<file path="config.mk">
export PLATFORM = sky130hd
export DESIGN_NAME = branch_resolve
export DESIGN_NICKNAME = d
export VERILOG_FILES = /design/src/rtl/haze_pkg.sv /design/src/rtl/set_less.sv /design/src/rtl/branch_resolve.sv
export SDC_FILE = /design/constraint.sdc
export NUM_CORES = 1
export LEC_CHECK = 0
export ABC_CLOCK_PERIOD_IN_PS = 3000
export CORE_ASPECT_RATIO = 2
export CORE_UTILIZATION = 50
export CTS_CLUSTER_SIZE = 24
export DETAILED_ROUTE_END_ITERATION = 10
export GPL_TIMING_DRIVEN = 0
export PLACE_DENSITY = 0.82
export SYNTH_ARGS = -nofsm -noshare
export SYNTH_HDL_FRONTEND = slang
export SYNTH_SLANG_ARGS = --single-unit
</file>
<file path="constraint.sdc">
create_clock -name i_Clock -period 3 [get_ports i_Clock]
set_input_delay 0.6 -clock i_Clock [delete_from_list [all_inputs] [get_ports i_Clock]]
set_output_delay 0.6 -clock i_Clock [all_outputs]
set_load 0.005 [all_outputs]
</file>
<file path="src/rtl/haze_pkg.sv">
// Shared encodings for the execute-stage control-transfer logic.
package haze_pkg;

  typedef enum logic [1:0] {
    KIND_BRANCH = 2'd0,
    KIND_JAL    = 2'd1,
    KIND_JALR   = 2'd2,
    KIND_RSVD   = 2'd3
  } branch_kind_t;

  typedef enum logic [2:0] {
    F3_BEQ  = 3'b000,
    F3_BNE  = 3'b001,
    F3_BLT  = 3'b100,
    F3_BGE  = 3'b101,
    F3_BLTU = 3'b110,
    F3_BGEU = 3'b111
  } branch_funct3_t;

  localparam int unsigned c_LINK_STRIDE = 4;

endpackage

</file>
<file path="src/rtl/set_less.sv">
// Signed and unsigned set-less-than, zero-extended to XLEN like an slt/sltu result.
module set_less #(
  parameter int XLEN = 32
) (
  input  logic [XLEN-1:0] i_A,
  input  logic [XLEN-1:0] i_B,
  output logic [XLEN-1:0] o_IsLess,
  output logic [XLEN-1:0] o_IsLessUnsigned
);

  assign o_IsLess         = {{(XLEN-1){1'b0}}, ($signed(i_A) < $signed(i_B))};
  assign o_IsLessUnsigned = {{(XLEN-1){1'b0}}, (i_A < i_B)};

endmodule

</file>
<file path="src/rtl/branch_resolve.sv">
// Execute-stage branch/jump resolution: one registered op per handshake, producing
// taken/target/link/mispredict plus saturating branch and mispredict counters.
module branch_resolve
  import haze_pkg::*;
#(
  parameter int XLEN          = 32,
  parameter int COUNTER_WIDTH = 32
) (
  input  logic                     i_Clock,
  input  logic                     i_ResetN,
  input  logic                     i_Flush,
  input  logic                     i_Valid,
  output logic                     o_Ready,
  input  logic [XLEN-1:0]          i_A,
  input  logic [XLEN-1:0]          i_B,
  input  logic [XLEN-1:0]          i_PC,
  input  logic [XLEN-1:0]          i_Offset,
  input  logic [2:0]               i_Funct3,
  input  logic [1:0]               i_Kind,
  input  logic                     i_PredictedTaken,
  output logic                     o_Valid,
  input  logic                     i_Ready,
  output logic                     o_Taken,
  output logic [XLEN-1:0]          o_Target,
  output logic [XLEN-1:0]          o_Link,
  output logic                     o_Mispredict,
  output logic                     o_Illegal,
  output logic                     o_Misaligned,
  output logic [COUNTER_WIDTH-1:0] o_BranchCount,
  output logic [COUNTER_WIDTH-1:0] o_MispredictCount
);

  logic [XLEN-1:0] is_less, is_less_u, jalr_sum;
  logic            eq, accept;
  logic            taken_d, illegal_d, mispredict_d;
  logic [XLEN-1:0] target_d;

  logic                     valid_q, taken_q, mispredict_q, illegal_q;
  logic [XLEN-1:0]          target_q, link_q;
  logic [COUNTER_WIDTH-1:0] branch_cnt_q, mispredict_cnt_q;

  set_less #(.XLEN(XLEN)) u_set_less (
    .i_A              (i_A),
    .i_B              (i_B),
    .o_IsLess         (is_less),
    .o_IsLessUnsigned (is_less_u)
  );

  // Only bit 0 of the set_less results carries the comparison.
  logic unused_less_hi;
  assign unused_less_hi = ^{is_less[XLEN-1:1], is_less_u[XLEN-1:1]};

  assign eq       = (i_A == i_B);
  assign jalr_sum = i_A + i_Offset;
  assign o_Ready  = !valid_q || i_Ready;
  assign accept   = i_Valid && o_Ready && !i_Flush;

  always_comb begin
    // NOTE: every combinational output gets a default first so no path infers a latch.
    taken_d   = 1'b0;
    illegal_d = 1'b0;
    target_d  = i_PC + i_Offset;
    case (branch_kind_t'(i_Kind))
      KIND_BRANCH: begin
        case (branch_funct3_t'(i_Funct3))
          F3_BEQ:  taken_d = eq;
          F3_BNE:  taken_d = !eq;
          F3_BLT:  taken_d = is_less[0];
          F3_BGE:  taken_d = !is_less[0];
          F3_BLTU: taken_d = is_less_u[0];
          F3_BGEU: taken_d = !is_less_u[0];
          default: illegal_d = 1'b1;
        endcase
      end
      KIND_JAL:  taken_d = 1'b1;
      KIND_JALR: begin
        taken_d  = 1'b1;
        target_d = {jalr_sum[XLEN-1:1], 1'b0};
      end
      KIND_RSVD: illegal_d = 1'b1;
    endcase
    mispredict_d = !illegal_d && (taken_d ^ i_PredictedTaken);
  end

  // NOTE: sequential state uses non-blocking assignments so every register samples
  // pre-edge values regardless of block ordering.
  always_ff @(posedge i_Clock or negedge i_ResetN) begin
    if (!i_ResetN) begin
      valid_q <= 1'b0;
    end else if (i_Flush) begin
      valid_q <= 1'b0;
    end else if (accept) begin
      valid_q <= 1'b1;
    end else if (i_Ready) begin
      valid_q <= 1'b0;
    end
  end

  always_ff @(posedge i_Clock or negedge i_ResetN) begin
    if (!i_ResetN) begin
      taken_q      <= 1'b0;
      target_q     <= '0;
      link_q       <= '0;
      mispredict_q <= 1'b0;
      illegal_q    <= 1'b0;
    end else if (accept) begin
      taken_q      <= taken_d;
      target_q     <= target_d;
      link_q       <= i_PC + XLEN'(c_LINK_STRIDE);
      mispredict_q <= mispredict_d;
      illegal_q    <= illegal_d;
    end
  end

  // Counters saturate at all-ones and then simply hold.
  always_ff @(posedge i_Clock or negedge i_ResetN) begin
    if (!i_ResetN) begin
      branch_cnt_q     <= '0;
      mispredict_cnt_q <= '0;
    end else if (accept) begin
      if (branch_cnt_q != '1) begin
        branch_cnt_q <= branch_cnt_q + 1'b1;
      end
      if (mispredict_d && (mispredict_cnt_q != '1)) begin
        mispredict_cnt_q <= mispredict_cnt_q + 1'b1;
      end
    end
  end

  assign o_Valid           = valid_q;
  assign o_Taken           = taken_q;
  assign o_Target          = target_q;
  assign o_Link            = link_q;
  assign o_Mispredict      = mispredict_q;
  assign o_Illegal         = illegal_q;
  assign o_Misaligned      = taken_q && target_q[1];
  assign o_BranchCount     = branch_cnt_q;
  assign o_MispredictCount = mispredict_cnt_q;

endmodule

</file>
==> results_dict.tcl <==
set metrics [dict create \
    status "complete, but fails checks" \
    synth_top_family_by_area "simple AND/OR/NAND/NOR gates" \
    synth_compound_area_share_pct 17.71 \
    relSlewSlack_pct 17.60 \
    num_vias 11110 \
    firstDrtPassIters 4 \
    ctsLongestPathBuffers 2 \
    p_leak_nw 6.984 \
    fin_skew_ns 0.01163 \
    drt_iter0_markers 570 \
    synth_adder_area_share_pct 12.53 \
    synthSimpleGateAreaFrac_pct 20.89 \
    synth_top_flop_cell "dfrtp_1" \
    row_count 73 \
    async_reset_ff_share_pct 100.0 \
    cts_root_buf "clkbuf_16" \
    drt-wirelength-per-cell_um 22.00 \
    synthMuxAreaShare_pct 0.7722 \
    cp_max_fo 7 \
    synth_fp_nets 1424 \
    start_kind "input pin" \
    grt_pass1_vias 11320 \
    synth_area_leaders "dfrtp_1, ha_1, xnor2_1" \
    die_w_um 103.0 \
    finalHoldViolCount 0 \
    crit_slowest_cell "nor4_4" \
    synth_edf_count 0 \
    finalSetupViolCount 35 \
    netlist_area_mm2 0.01021 \
    clk_latency_ns 0.45 \
    nets 1791 \
    coreArea_mm2 0.01991 \
    die_y_um 204.1 \
    h-tree-depth 4 \
    tightest_slew_ns 1.236 \
    rsz0062_at_grt "true" \
    worstSetupEndpointType "flop" \
    routabilityCongestion 0.9514 \
    dp_slack_ns -1.614 \
    portBuffers 271 \
    io_pins 273 \
    period_needed_ns 3.439 \
    synth_most_common_cell "nand2_1" \
    worst_ep_arrival_time_ns 3.80 \
    cp.required_ns 3.36 \
    clk_pin_slew_ns 0.06 \
    hpwl_mm 27.88 \
    antenna_found_initial 6 \
    cts_made_buffers 17 \
    cts_tree "done" \
    drive_gt1_share_pct 24.76 \
    max_stage_delay_ns 0.38 \
    timing.final.ws_setup_ns -0.4390 \
    synth_xor_area_share_pct 12.10 \
    dieArea_mm2 0.02102 \
    syn2layout_area_growth_pct 55.53 \
    synth_seq_area_share_pct 32.36 \
    final_antenna_net_count 0 \
    clockPowerShare_pct 28.2 \
    grt_start_max_net_pins 89 \
    initial_core_util_pct 51.26 \
    maxCapViolCount 0 \
    slew_violations 0 \
    grt_pass1_wl_mm 57.46 \
    vias_per_cell 6.063 \
    power.switching_w 0.002449 \
    grt_overflow 0 \
    hold_path_class "input pin to asynchronous set/reset pin" \
    avgSynthCellArea_um2 8.621 \
    p_per_area_mw_per_mm2 447.1 \
    switching_share_pct 34.51 \
    min_period_over_period_pct 114.6 \
    routed_wl_mm 40.31 \
    synth_cell_types 73 \
    comb_power_share_pct 39.4 \
    ir_worst_vdd_mv 0.3966 \
    route.detailed.drc 0 \
    synth_common_cells "nand2_1, dfrtp_1, ha_1" \
    ys_seq_elements 132 \
    fmax_mhz 290.8 \
    violations "negative setup slack" \
    seqPwrFrac_pct 32.4 \
    crit_type "input pin to flop" \
    synth_warnings 0 \
    netlist_instances 1184 \
    whs_ns 0.09066 \
    synth_top_area_share_pct 32.36 \
    yosys.area.top_type "dfrtp_1" \
    p_int_w 0.004649 \
    numClockSinks 132 \
    grtUsageTotal_pct 36.72 \
    cp_cell_sequence "buf_6 -> ha_4 -> nand4_1 -> nor4_4 -> buf_4 -> nand2_1 -> and3b_2 -> a311oi_4 -> o311ai_4 -> nor2_4 -> mux2i_4 -> nor2_4 -> buf_6 -> nor4_4 -> xor2_1" \
]
path summary, 6_finish.rpt:
kind,start,endpoint,slack [ns],cells past startpoint
max,i_A[16],o_MispredictCount[27],-0.44,15
max in group asynchronous,i_ResetN,o_BranchCount[9],2.10,2
max reg2reg,o_MispredictCount[3],o_MispredictCount[25],-0.33,11
min,i_ResetN,o_MispredictCount[18],0.09,1
min reg2reg,o_Link[14],o_Link[14],0.48,2
min in group i_Clock,i_PC[0],o_Link[0],0.38,3
final cells by class:
cell class | instances | area [um^2]
well taps | 262 | 327.8
inverters | 63 | 266.5
diodes | 7 | 17.52
clock buffers | 22 | 464.2
plain buffers | 31 | 150.1
fillers | 1266 | 4036
multi-input cells | 957 | 8048
clock inverters | 9 | 78.83
flip-flops and latches | 132 | 3303
repair buffers | 349 | 3219
power by group through the flow:
stage,Combinational (W),Sequential (W),Clock [W]
floorplan,0.00110,0.00229,0
global placement,0.00224,0.00230,0
detailed placement,0.00229,0.00231,0
CTS,0.00255,0.00229,0.00199
global route,0.00300,0.00233,0.00206
finish,0.00279,0.00230,0.00200
through the flow:
| stage | setup TNS, ns | instances | util [%] | total power, W | instance area (um^2) |
|---|---|---|---|---|---|
| final | -10.87 | 1832 | 79.73 | 0.007098 | 15880 |
| after global routing | -13.90 | 1830 | 79.70 | 0.007395 | 15870 |
| after CTS | -4.246 | 1798 | 76.89 | 0.006817 | 15310 |
| after detailed placement | -78.47 | 1718 | 68.46 | 0.004598 | 13630 |
| after global placement | -592.04 | 1717 | 68.32 | 0.004543 | 13600 |
| after floorplan | -1.715 | 1184 | - | 0.003395 | 10560 |
sequential cells by signal (all words and copies together), names as in the netlist:
register and cells:
o_Valid 1, o_Target 32, o_Mispredict 1, o_MispredictCount 32
o_Taken 1, o_Link 32, o_Illegal 1, o_BranchCount 32
repair_timing:
action	4_1_cts	5_1_grt
endpoints found under the setup margin	65	55
gates resized for setup	433	115
hold buffers	0	0
gates cloned	2	1
endpoints found under the hold margin	0	0
setup buffers	49	28
pin swaps	90	85
metal layers:
layer | global-route usage, % | vias up | routed length (um)
met5 | 0 | - | 0
met4 | 31.29 | 0 | 4105
met3 | 7.456 | 253 | 2483
met2 | 67.02 | 578 | 20980
met1 | 33.09 | 5310 | 12740
li1 | - | 4967 | -
kinds of logic (layout without fill, tap and decap cells):
family,count (synthesis),count (layout)
fa+ha+maj,101,101
xor+xnor,141,141
buf+inv,96,474
flops,132,132
compound gates,291,291
mux,7,7
other cells,0,7
simple gates,416,417
critical path, delay by kind of cell:
family / cells / cell delay, ns
AOI/OAI and AO/OA: 2 / 0.39
xor gates and xnor gates: 1 / 0.19
adders and majority gates: 1 / 0.25
buffers and inverters: 3 / 0.45
and+or+nand+nor: 7 / 1.60
muxes: 1 / 0.30
cells in the final DEF, fill, tap and decap left out, types with 12 or more instances in the layout:
cell and count:
ha_4 52, nand2_1 144, a21o_1 29, xnor2_1 72
clkdlybuf4s50_1 172, clkdlybuf4s15_1 12, buf_4 64, a21oi_2 16
nand4_1 26, buf_2 40, and3_1 25, nand3_1 45
buf_6 17, inv_2 21, nor3_1 15, o21ai_0 79
clkbuf_16 19, xor2_1 66, nor2_1 58, inv_1 34
ha_1 43, and4_1 13, clkbuf_1 29, a21oi_1 61
dfrtp_1 132, clkdlybuf4s15_2 12
Note: power is estimated with default switching activity, not from simulation.
